## src/rtl/io_check.sv

```systemverilog
`default_nettype none
// ============================================================================
// Module   : io_check
// Brief    : Loopback checker for the header IO toggle test (stuck / mismatch /
//            toggle-interval detection with a single pass/fail verdict).
// Revision : 1.0 - initial release
// ============================================================================
module io_check #(
    parameter int unsigned WIDTH        = 34,
    parameter int unsigned HALF_PERIOD  = 25_000_000,
    parameter int unsigned TOL          = 1_000,
    parameter int unsigned SKEW         = 16,
    parameter int unsigned PASS_TOGGLES = 8
) (
    input  logic             clk,
    input  logic             rst,
    input  logic             start,
    input  logic [WIDTH-1:0] io_in,
    output logic             busy,
    output logic             done,
    output logic             pass,
    output logic             timing_err,
    output logic [WIDTH-1:0] stuck_mask,
    output logic [WIDTH-1:0] mismatch_mask,
    output logic [7:0]       toggle_cnt
);

    localparam logic [31:0] C_WAIT_LIMIT = 32'(2 * HALF_PERIOD + TOL);
    localparam logic [31:0] C_MEAS_LIMIT = 32'(HALF_PERIOD + TOL + 1);
    localparam logic [31:0] C_INT_MIN    = 32'(HALF_PERIOD - TOL);
    localparam logic [31:0] C_INT_MAX    = 32'(HALF_PERIOD + TOL);
    localparam logic [31:0] C_SKEW       = 32'(SKEW);
    localparam logic [7:0]  C_PASS       = 8'(PASS_TOGGLES);

    typedef enum logic [1:0] {
        S_IDLE      = 2'd0,
        S_WAIT_EDGE = 2'd1,
        S_MEASURE   = 2'd2,
        S_DONE      = 2'd3
    } state_t;

    logic [WIDTH-1:0] sync_meta_q;
    logic [WIDTH-1:0] sio_q;
    logic [WIDTH-1:0] sio_prev_q;

    state_t           state_q,    state_d;
    logic [31:0]      cnt_q,      cnt_d;
    logic [7:0]       toggle_q,   toggle_d;
    logic             busy_q,     busy_d;
    logic             done_q,     done_d;
    logic             pass_q,     pass_d;
    logic             terr_q,     terr_d;
    logic [WIDTH-1:0] stuck_q,    stuck_d;
    logic [WIDTH-1:0] mismatch_q, mismatch_d;

    logic             w_ref_edge;
    logic [WIDTH-1:0] w_changed;
    logic [WIDTH-1:0] w_skew_diff;
    logic [31:0]      w_cnt_inc;
    logic [7:0]       w_toggle_inc;
    logic             w_begin;
    logic             w_finish;

    // Data path only: the synchronizer and edge history carry no reset so a
    // reset never fabricates an edge on the reference bit.
    always_ff @(posedge clk) begin
        sync_meta_q <= io_in;
        sio_q       <= sync_meta_q;
        sio_prev_q  <= sio_q;
    end

    assign w_ref_edge   = sio_q[0] ^ sio_prev_q[0];
    assign w_changed    = sio_q ^ sio_prev_q;
    assign w_skew_diff  = sio_q ^ {WIDTH{sio_q[0]}};
    assign w_cnt_inc    = (cnt_q == 32'hFFFF_FFFF) ? cnt_q : cnt_q + 32'd1;
    assign w_toggle_inc = (toggle_q == 8'hFF) ? toggle_q : toggle_q + 8'd1;

    always_comb begin
        state_d    = state_q;
        cnt_d      = cnt_q;
        toggle_d   = toggle_q;
        busy_d     = busy_q;
        done_d     = done_q;
        pass_d     = pass_q;
        terr_d     = terr_q;
        stuck_d    = stuck_q;
        mismatch_d = mismatch_q;
        w_begin    = 1'b0;
        w_finish   = 1'b0;

        case (state_q)
            S_IDLE: begin
                w_begin = start;
            end
            S_WAIT_EDGE: begin
                stuck_d = stuck_q & ~w_changed;
                if (w_ref_edge) begin
                    cnt_d   = 32'd0;
                    state_d = S_MEASURE;
                end else if (cnt_q >= C_WAIT_LIMIT) begin
                    terr_d   = 1'b1;
                    w_finish = 1'b1;
                end else begin
                    cnt_d = w_cnt_inc;
                end
            end
            S_MEASURE: begin
                stuck_d = stuck_q & ~w_changed;
                cnt_d   = w_cnt_inc;
                if (cnt_q == C_SKEW) begin
                    mismatch_d = mismatch_q | w_skew_diff;
                end
                if (w_ref_edge) begin
                    if ((cnt_q < C_INT_MIN) || (cnt_q > C_INT_MAX)) begin
                        terr_d = 1'b1;
                    end
                    toggle_d = w_toggle_inc;
                    cnt_d    = 32'd0;
                end else if (cnt_q >= C_MEAS_LIMIT) begin
                    terr_d   = 1'b1;
                    w_finish = 1'b1;
                end else if ((cnt_q == C_SKEW) && (toggle_q >= C_PASS)) begin
                    // Final interval: its skew compare above is folded in first.
                    w_finish = 1'b1;
                end
            end
            S_DONE: begin
                w_begin = start;
            end
            default: begin
                state_d = S_IDLE;
            end
        endcase

        if (w_finish) begin
            state_d = S_DONE;
            busy_d  = 1'b0;
            done_d  = 1'b1;
            pass_d  = ~terr_d & ~(|stuck_d) & ~(|mismatch_d);
        end

        if (w_begin) begin
            state_d    = S_WAIT_EDGE;
            busy_d     = 1'b1;
            done_d     = 1'b0;
            pass_d     = 1'b0;
            terr_d     = 1'b0;
            mismatch_d = '0;
            stuck_d    = '1;
            toggle_d   = 8'd0;
            cnt_d      = 32'd0;
        end
    end

    always_ff @(posedge clk) begin
        if (rst) begin
            state_q    <= S_IDLE;
            cnt_q      <= 32'd0;
            toggle_q   <= 8'd0;
            busy_q     <= 1'b0;
            done_q     <= 1'b0;
            pass_q     <= 1'b0;
            terr_q     <= 1'b0;
            stuck_q    <= '0;
            mismatch_q <= '0;
        end else begin
            state_q    <= state_d;
            cnt_q      <= cnt_d;
            toggle_q   <= toggle_d;
            busy_q     <= busy_d;
            done_q     <= done_d;
            pass_q     <= pass_d;
            terr_q     <= terr_d;
            stuck_q    <= stuck_d;
            mismatch_q <= mismatch_d;
        end
    end

    assign busy          = busy_q;
    assign done          = done_q;
    assign pass          = pass_q;
    assign timing_err    = terr_q;
    assign stuck_mask    = stuck_q;
    assign mismatch_mask = mismatch_q;
    assign toggle_cnt    = toggle_q;

endmodule
`default_nettype wire
```

## config.mk

```make
export PLATFORM = sky130hd
export DESIGN_NAME = io_check
export DESIGN_NICKNAME = d
export VERILOG_FILES = /design/src/rtl/io_check.sv
export SDC_FILE = /design/constraint.sdc
export NUM_CORES = 1
export LEC_CHECK = 0
export BUFFER_PORTS_ARGS = -buffer_cell sky130_fd_sc_hd__buf_4
export CORE_ASPECT_RATIO = 1.25
export CORE_MARGIN = 2
export CORE_UTILIZATION = 56
export CTS_CLUSTER_SIZE = 30
export DETAILED_ROUTE_END_ITERATION = 6
export PLACE_DENSITY_LB_ADDON = 0.25
export SLEW_MARGIN = 25
export SYNTH_ARGS = -nofsm -noshare
export SYNTH_HDL_FRONTEND = slang
export SYNTH_SLANG_ARGS = --single-unit
```

## constraint.sdc

```tcl
create_clock -name clk -period 2.6 [get_ports clk]
set_input_delay 0.26 -clock clk [delete_from_list [all_inputs] [get_ports clk]]
set_output_delay 0.26 -clock clk [all_outputs]
set_load 0.05 [all_outputs]
```

== After elaboration in Yosys (flattened, before gate mapping) ==
Cells that the tools add are included.

* Register bits: 216
* Input bits: 37
* Output and inout port bits: 80
* Word-level logic and storage cells: 85

* Add/sub/neg operators: 2
* $lt $le $gt $ge: 5
* Eq/ne operators: 7
* Muxes and demuxes: 28
* Bitwise operators: 12
* Reduce and logical (&&, ||, !) cells: 18

{| class="wikitable"
|+ Operators by type and width
! cell !! number
|-
| $mux W34 || 4
|-
| $mux W32 || 4
|-
| $reduce_or A34 Y1 || 2
|-
| $xor A34 B34 Y34 || 2
|-
| $pmux W32 S2 || 1
|-
| $and A34 B34 Y34 || 1
|-
| $not A34 Y34 || 1
|-
| $or A34 B34 Y34 || 1
|-
| $add A32 B1 Y32 const B || 1
|-
| $eq A32 B32 Y1 const B || 1
|-
| $eq A32 B5 Y1 const B || 1
|-
| $ge A32 B25 Y1 const B || 1
|-
| $ge A32 B26 Y1 const B || 1
|-
| $gt A32 B25 Y1 const B || 1
|-
| $lt A32 B25 Y1 const B || 1
|-
| $mux W1 || 14
|-
| $add A8 B1 Y8 const B || 1
|-
| $eq A8 B8 Y1 const B || 1
|-
| $ge A8 B4 Y1 const B || 1
|-
| $reduce_bool A2 Y1 || 4
|-
| $mux W2 || 3
|-
| $reduce_and A2 Y1 || 3
|-
| $reduce_bool A3 Y1 || 2
|-
| $reduce_or A2 Y1 || 3
|-
| 11 further kinds || 17
|}

== Logic depth before layout (Yosys ltp) ==
* Depth in word-level cells: 8
* Mapped depth: 9
* Depth with buffers taken out: 9

== Worst setup path before layout ==
OpenSTA, ideal clock, no wires.

* Path type: reg-to-reg
* Start: register cnt_q[3]
* End: register state_q[0]
* Library setup time: 0.069 ns
* Arrival time: 2.050 ns
* Slack: 0.481 ns
* Cell stages (with the launch flop): 8
* Buffers on the path: 1
* Path through: dfxtp_1 > buf_6 > or4_4 > or4_1 > nor4_2 > nand4_1 > a211o_1 > o21ai_1

* Cells in the longest elaborated chain, start to end: 8

{| class="wikitable"
|+ Ends and longest elaborated chain
! element !! RTL line !! text
|-
| start: declaration || 47 || <nowiki>logic [31:0] cnt_q, cnt_d;</nowiki>
|-
| start signal: assignment || 168 || <nowiki>cnt_q <= cnt_d;</nowiki>
|-
| branches (longest 5 deep; another with $ge A32 B25 Y1) || n/a ||
|-
| $pmux W1 S2 * || 91 || <nowiki>case (state_q)</nowiki>
|-
| $reduce_bool A3 Y1 (no source line) or $mux W2 (tied branches) || n/a ||
|-
| $reduce_and A2 Y1 (no source line) or $mux W1 (tied branches) || n/a ||
|-
| end signal: assignment || 167 || <nowiki>state_q <= state_d;</nowiki>
|-
| end: declaration || 46 || <nowiki>state_t state_q, state_d;</nowiki>
|}

Every way passes the cells marked *.
A chain may end at the register's enable or synchronous reset.

== Worst setup path in the final report ==
Same ends and word-level chain as after synthesis.

==> impl_summary.log <==
INFO  metric run_status = completed
INFO  metric total_power = 0.00755 W
INFO  metric fin_tns_setup = 0 ns
INFO  metric vias_per_cell = 5.50
INFO  metric worstHoldPathType = in -> reg
INFO  metric clock_tree.buffer_depth = 3
INFO  metric syn_nets = 873
INFO  metric die_area = 15200 um2
INFO  metric avg_wl_per_cell = 17.0 um
INFO  metric synthesis.yosys.warnings = 0
INFO  metric data_arrival_time_at_the_worst_slack_endpoint = 2.70 ns
INFO  metric io-pin-count = 117
INFO  metric timing.fmax = 439 MHz
INFO  metric grt_usage = 0.255
INFO  metric drt_first_iter_violations = 461
INFO  metric grt_first_pass_wirelength = 31.5 mm
INFO  metric grt_start_max_net_pins = 51
INFO  metric htreeDepth = 1
INFO  metric port-buffer-count = 115
INFO  metric first_global_vias = 6172
INFO  metric root_buffer_master = sky130_fd_sc_hd__clkbuf_16
INFO  metric setup.worst_path.end_class = flop
INFO  metric post_cts.resized_instances = 0
INFO  metric ff_latch_area = 4310 um2
INFO  metric postSynth.asyncResetShare = 0
INFO  metric final_nets = 1021
INFO  metric power_per_cell_area = 752 nW/um2
INFO  metric setup-violations-final = 0
INFO  metric path_cells = or4_4, or4_1, nor4_2, nand4_1, a211o_1, o21ai_1
INFO  metric place.gp.congestion = 0.854
INFO  metric number_of_slew_limit_violations_in_the_final_report = 0
INFO  metric timing.critical_path.slowest_cell_delay = 0.58 ns
INFO  metric firstDrtPassIters = 5
INFO  metric routed_wirelength = 19.8 mm
INFO  metric n_fill_cell = 1013
INFO  metric number_of_enable_flip_flop_cells_after_synthesis = 0
INFO  metric cts_inserted_buffers = 21
INFO  metric cts.clk_slew.worst_paths = 0.06 ns
INFO  metric area_used_by_multi_input_combinational_logic = 3460 um2
INFO  metric finalHoldViolations = 0
INFO  metric leakagePower = 3.90 nW
INFO  metric criticalPathCategory = reg -> reg
INFO  metric effective_utilization_at_floorplan = 0.573
INFO  metric synth_sequential_area_ratio = 0.541
INFO  metric drc = 0
INFO  metric grt_setup_unrepaired = false
INFO  metric synth_area = 7950 um2
INFO  metric crit_path_start_kind = flop
INFO  metric cp.required = 3.02 ns
INFO  metric post_route_cells_drive_above_1_share = 0.179
INFO  metric detailroute.via_count = 6408
INFO  metric max_cap_violations = 0
INFO  metric cts.hold.buffers_added = 34
INFO  metric flop_and_latch_count_out_of_synthesis = 215
INFO  metric critical-path-slowest-cell = sky130_fd_sc_hd__or4_4
INFO  metric insertedDiodeCount = 0
INFO  metric areaGrowthSynthToFinish = 26.4%
INFO  metric worstSkewPairLatency = 0.50 ns
INFO  metric syn_avg_cell_area = 9.59 um2
INFO  metric layout_min_cycle_time = 2.28 ns
INFO  metric cts_tree = built
INFO  metric clkSinkCount = 215
INFO  metric slew_headroom = 0.625
INFO  metric netlist_instances = 829
INFO  metric ys.flop_type = sky130_fd_sc_hd__dfxtp_1
INFO  metric global_route.overflow_total = 0
INFO  metric power.ir.vdd_worst = 0.580 mV
INFO  metric grt_antenna_before_repair = 0
INFO  metric max_fo_critical_path = 11
INFO  metric remaining_antenna_violation_count = 0
INFO  metric floorplan.core_area = 13900 um2
INFO  metric hpwlAfterDp = 13.4 mm
INFO  metric post_synthesis_cell_type_count = 54
INFO  metric postCtsSetupRepairBufs = 0
INFO  metric num_rows = 48
INFO  metric post-route-period-util = 0.877
INFO  metric die_w = 111 um
INFO  metric skew = 0.0158 ns
INFO  metric die_height = 137 um
INFO  metric worstMarginPinSlew = 0.559 ns
## final cells by class
type	count	share of cell area
well taps	175	0.0218
inverters	6	0.00224
clock inverters	11	0.0120
multi-input cells	567	0.344
clock buffers	26	0.0562
repair buffers	166	0.135
flip-flops and latches	215	0.428
## kinds of logic after synthesis
kind of cell / after synthesis / share of synthesized area
other: 1 / 0.000472
multiplexers: 2 / 0.00252
AO/OA/AOI/OAI: 155 / 0.120
AND/OR/NAND/NOR: 303 / 0.191
XOR/XNOR: 99 / 0.109
adder cells (fa/ha/maj): 7 / 0.0110
flip-flops: 215 / 0.541
buffers and inverters: 47 / 0.0242
## worst paths after layout
kind | start | cells after the start | endpoint | slack, ns
setup reg to reg | cnt_q[3] | 6 | state_q[0] | 0.32
setup / recovery | cnt_q[3] | 6 | state_q[0] | 0.32
hold / removal | rst | 2 | stuck_mask[14] | 0.21
hold reg to reg | sync_meta_q[5] | 0 | sio_q[5] | 0.33
## worst max-delay path, delay by kind of cell, from the launching register on
family,cells,cell delay [ns]
simple gates,4,1.36
compound gates,2,0.45
flops,1,0.41
## synth_stat cells, drive strengths merged, types with 2 or more instances
library cell,count,area share
or4,11,0.011
ha,7,0.011
clkbuf,33,0.016
o21a,33,0.031
nor4b,6,0.0085
nor3,24,0.016
xnor2,95,0.10
and3,12,0.0094
inv,6,0.0028
nand2,67,0.032
xor2,4,0.0044
buf,8,0.0058
a31oi,3,0.0024
o211ai,2,0.0019
dfxtp,215,0.54
and2,4,0.0031
o31ai,2,0.0019
nand4,27,0.021
nand3,22,0.014
o21ai,47,0.030
nor4,31,0.025
a31o,5,0.0055
nor3b,4,0.0038
nor2,89,0.042
a21oi,47,0.030
a211oi,3,0.0028
a21o,4,0.0038
mux2i,2,0.0025
## report_power, final
| group | internal, W | switching (W) |
|---|---|---|
| clock network | 0.00175 | 0.00126 |
| logic | 0.000343 | 0.000593 |
| registers | 0.00346 | 0.000147 |
| total | 0.00555 | 0.00200 |
## stage by stage
step	area (um2)	cells	util	setup slack (ns)	hold slack, ns
2_1_floorplan	7950	829	-	0.481	0.288
3_3_place_gp	9020	1095	0.651	0.356	0.311
3_5_place_dp	9020	1095	0.651	0.328	0.312
4_1_cts	10000	1166	0.724	0.321	0.198
5_1_grt	10000	1166	0.724	0.0796	0.220
6_report	10000	1166	0.724	0.320	0.209
## routing by layer
metal / GRT usage / routed length, um
met1: 0.307 / 8290
met2: 0.460 / 10100
met3: 0.0488 / 929
met4: 0.0875 / 521
met5: 0 / 0
## cells in the final DEF, fill, tap and decap left out, drive strengths merged, types with 2 or more instances in the layout
cell         count
o21a            33
nor2            89
dfxtp          215
mux2i            2
clkinv           5
xor2             4
xnor2           95
a21oi           47
a31oi            3
and2             4
a211oi           3
o21ai           47
nand4           27
or4             11
ha               7
o211ai           2
buf            132
nor3b            4
clkbuf          26
nor3            24
and3            12
a21o             4
nor4            31
inv              7
dlygate4sd3     34
bufinv           2
o31ai            2
nand3           22
clkinvlp         3
nor4b            6
a31o             5
nand2           67
## registers in the layout (all words and copies together) (netlist names)
signal,count
sio_prev_q,34
sio_q,34
stuck_mask,34
sync_meta_q,34
mismatch_mask,33
cnt_q,32
toggle_cnt,8
state_q,2
busy,1
done,1
pass,1
timing_err,1
No activity file was read; power rests on OpenSTA's default activity.
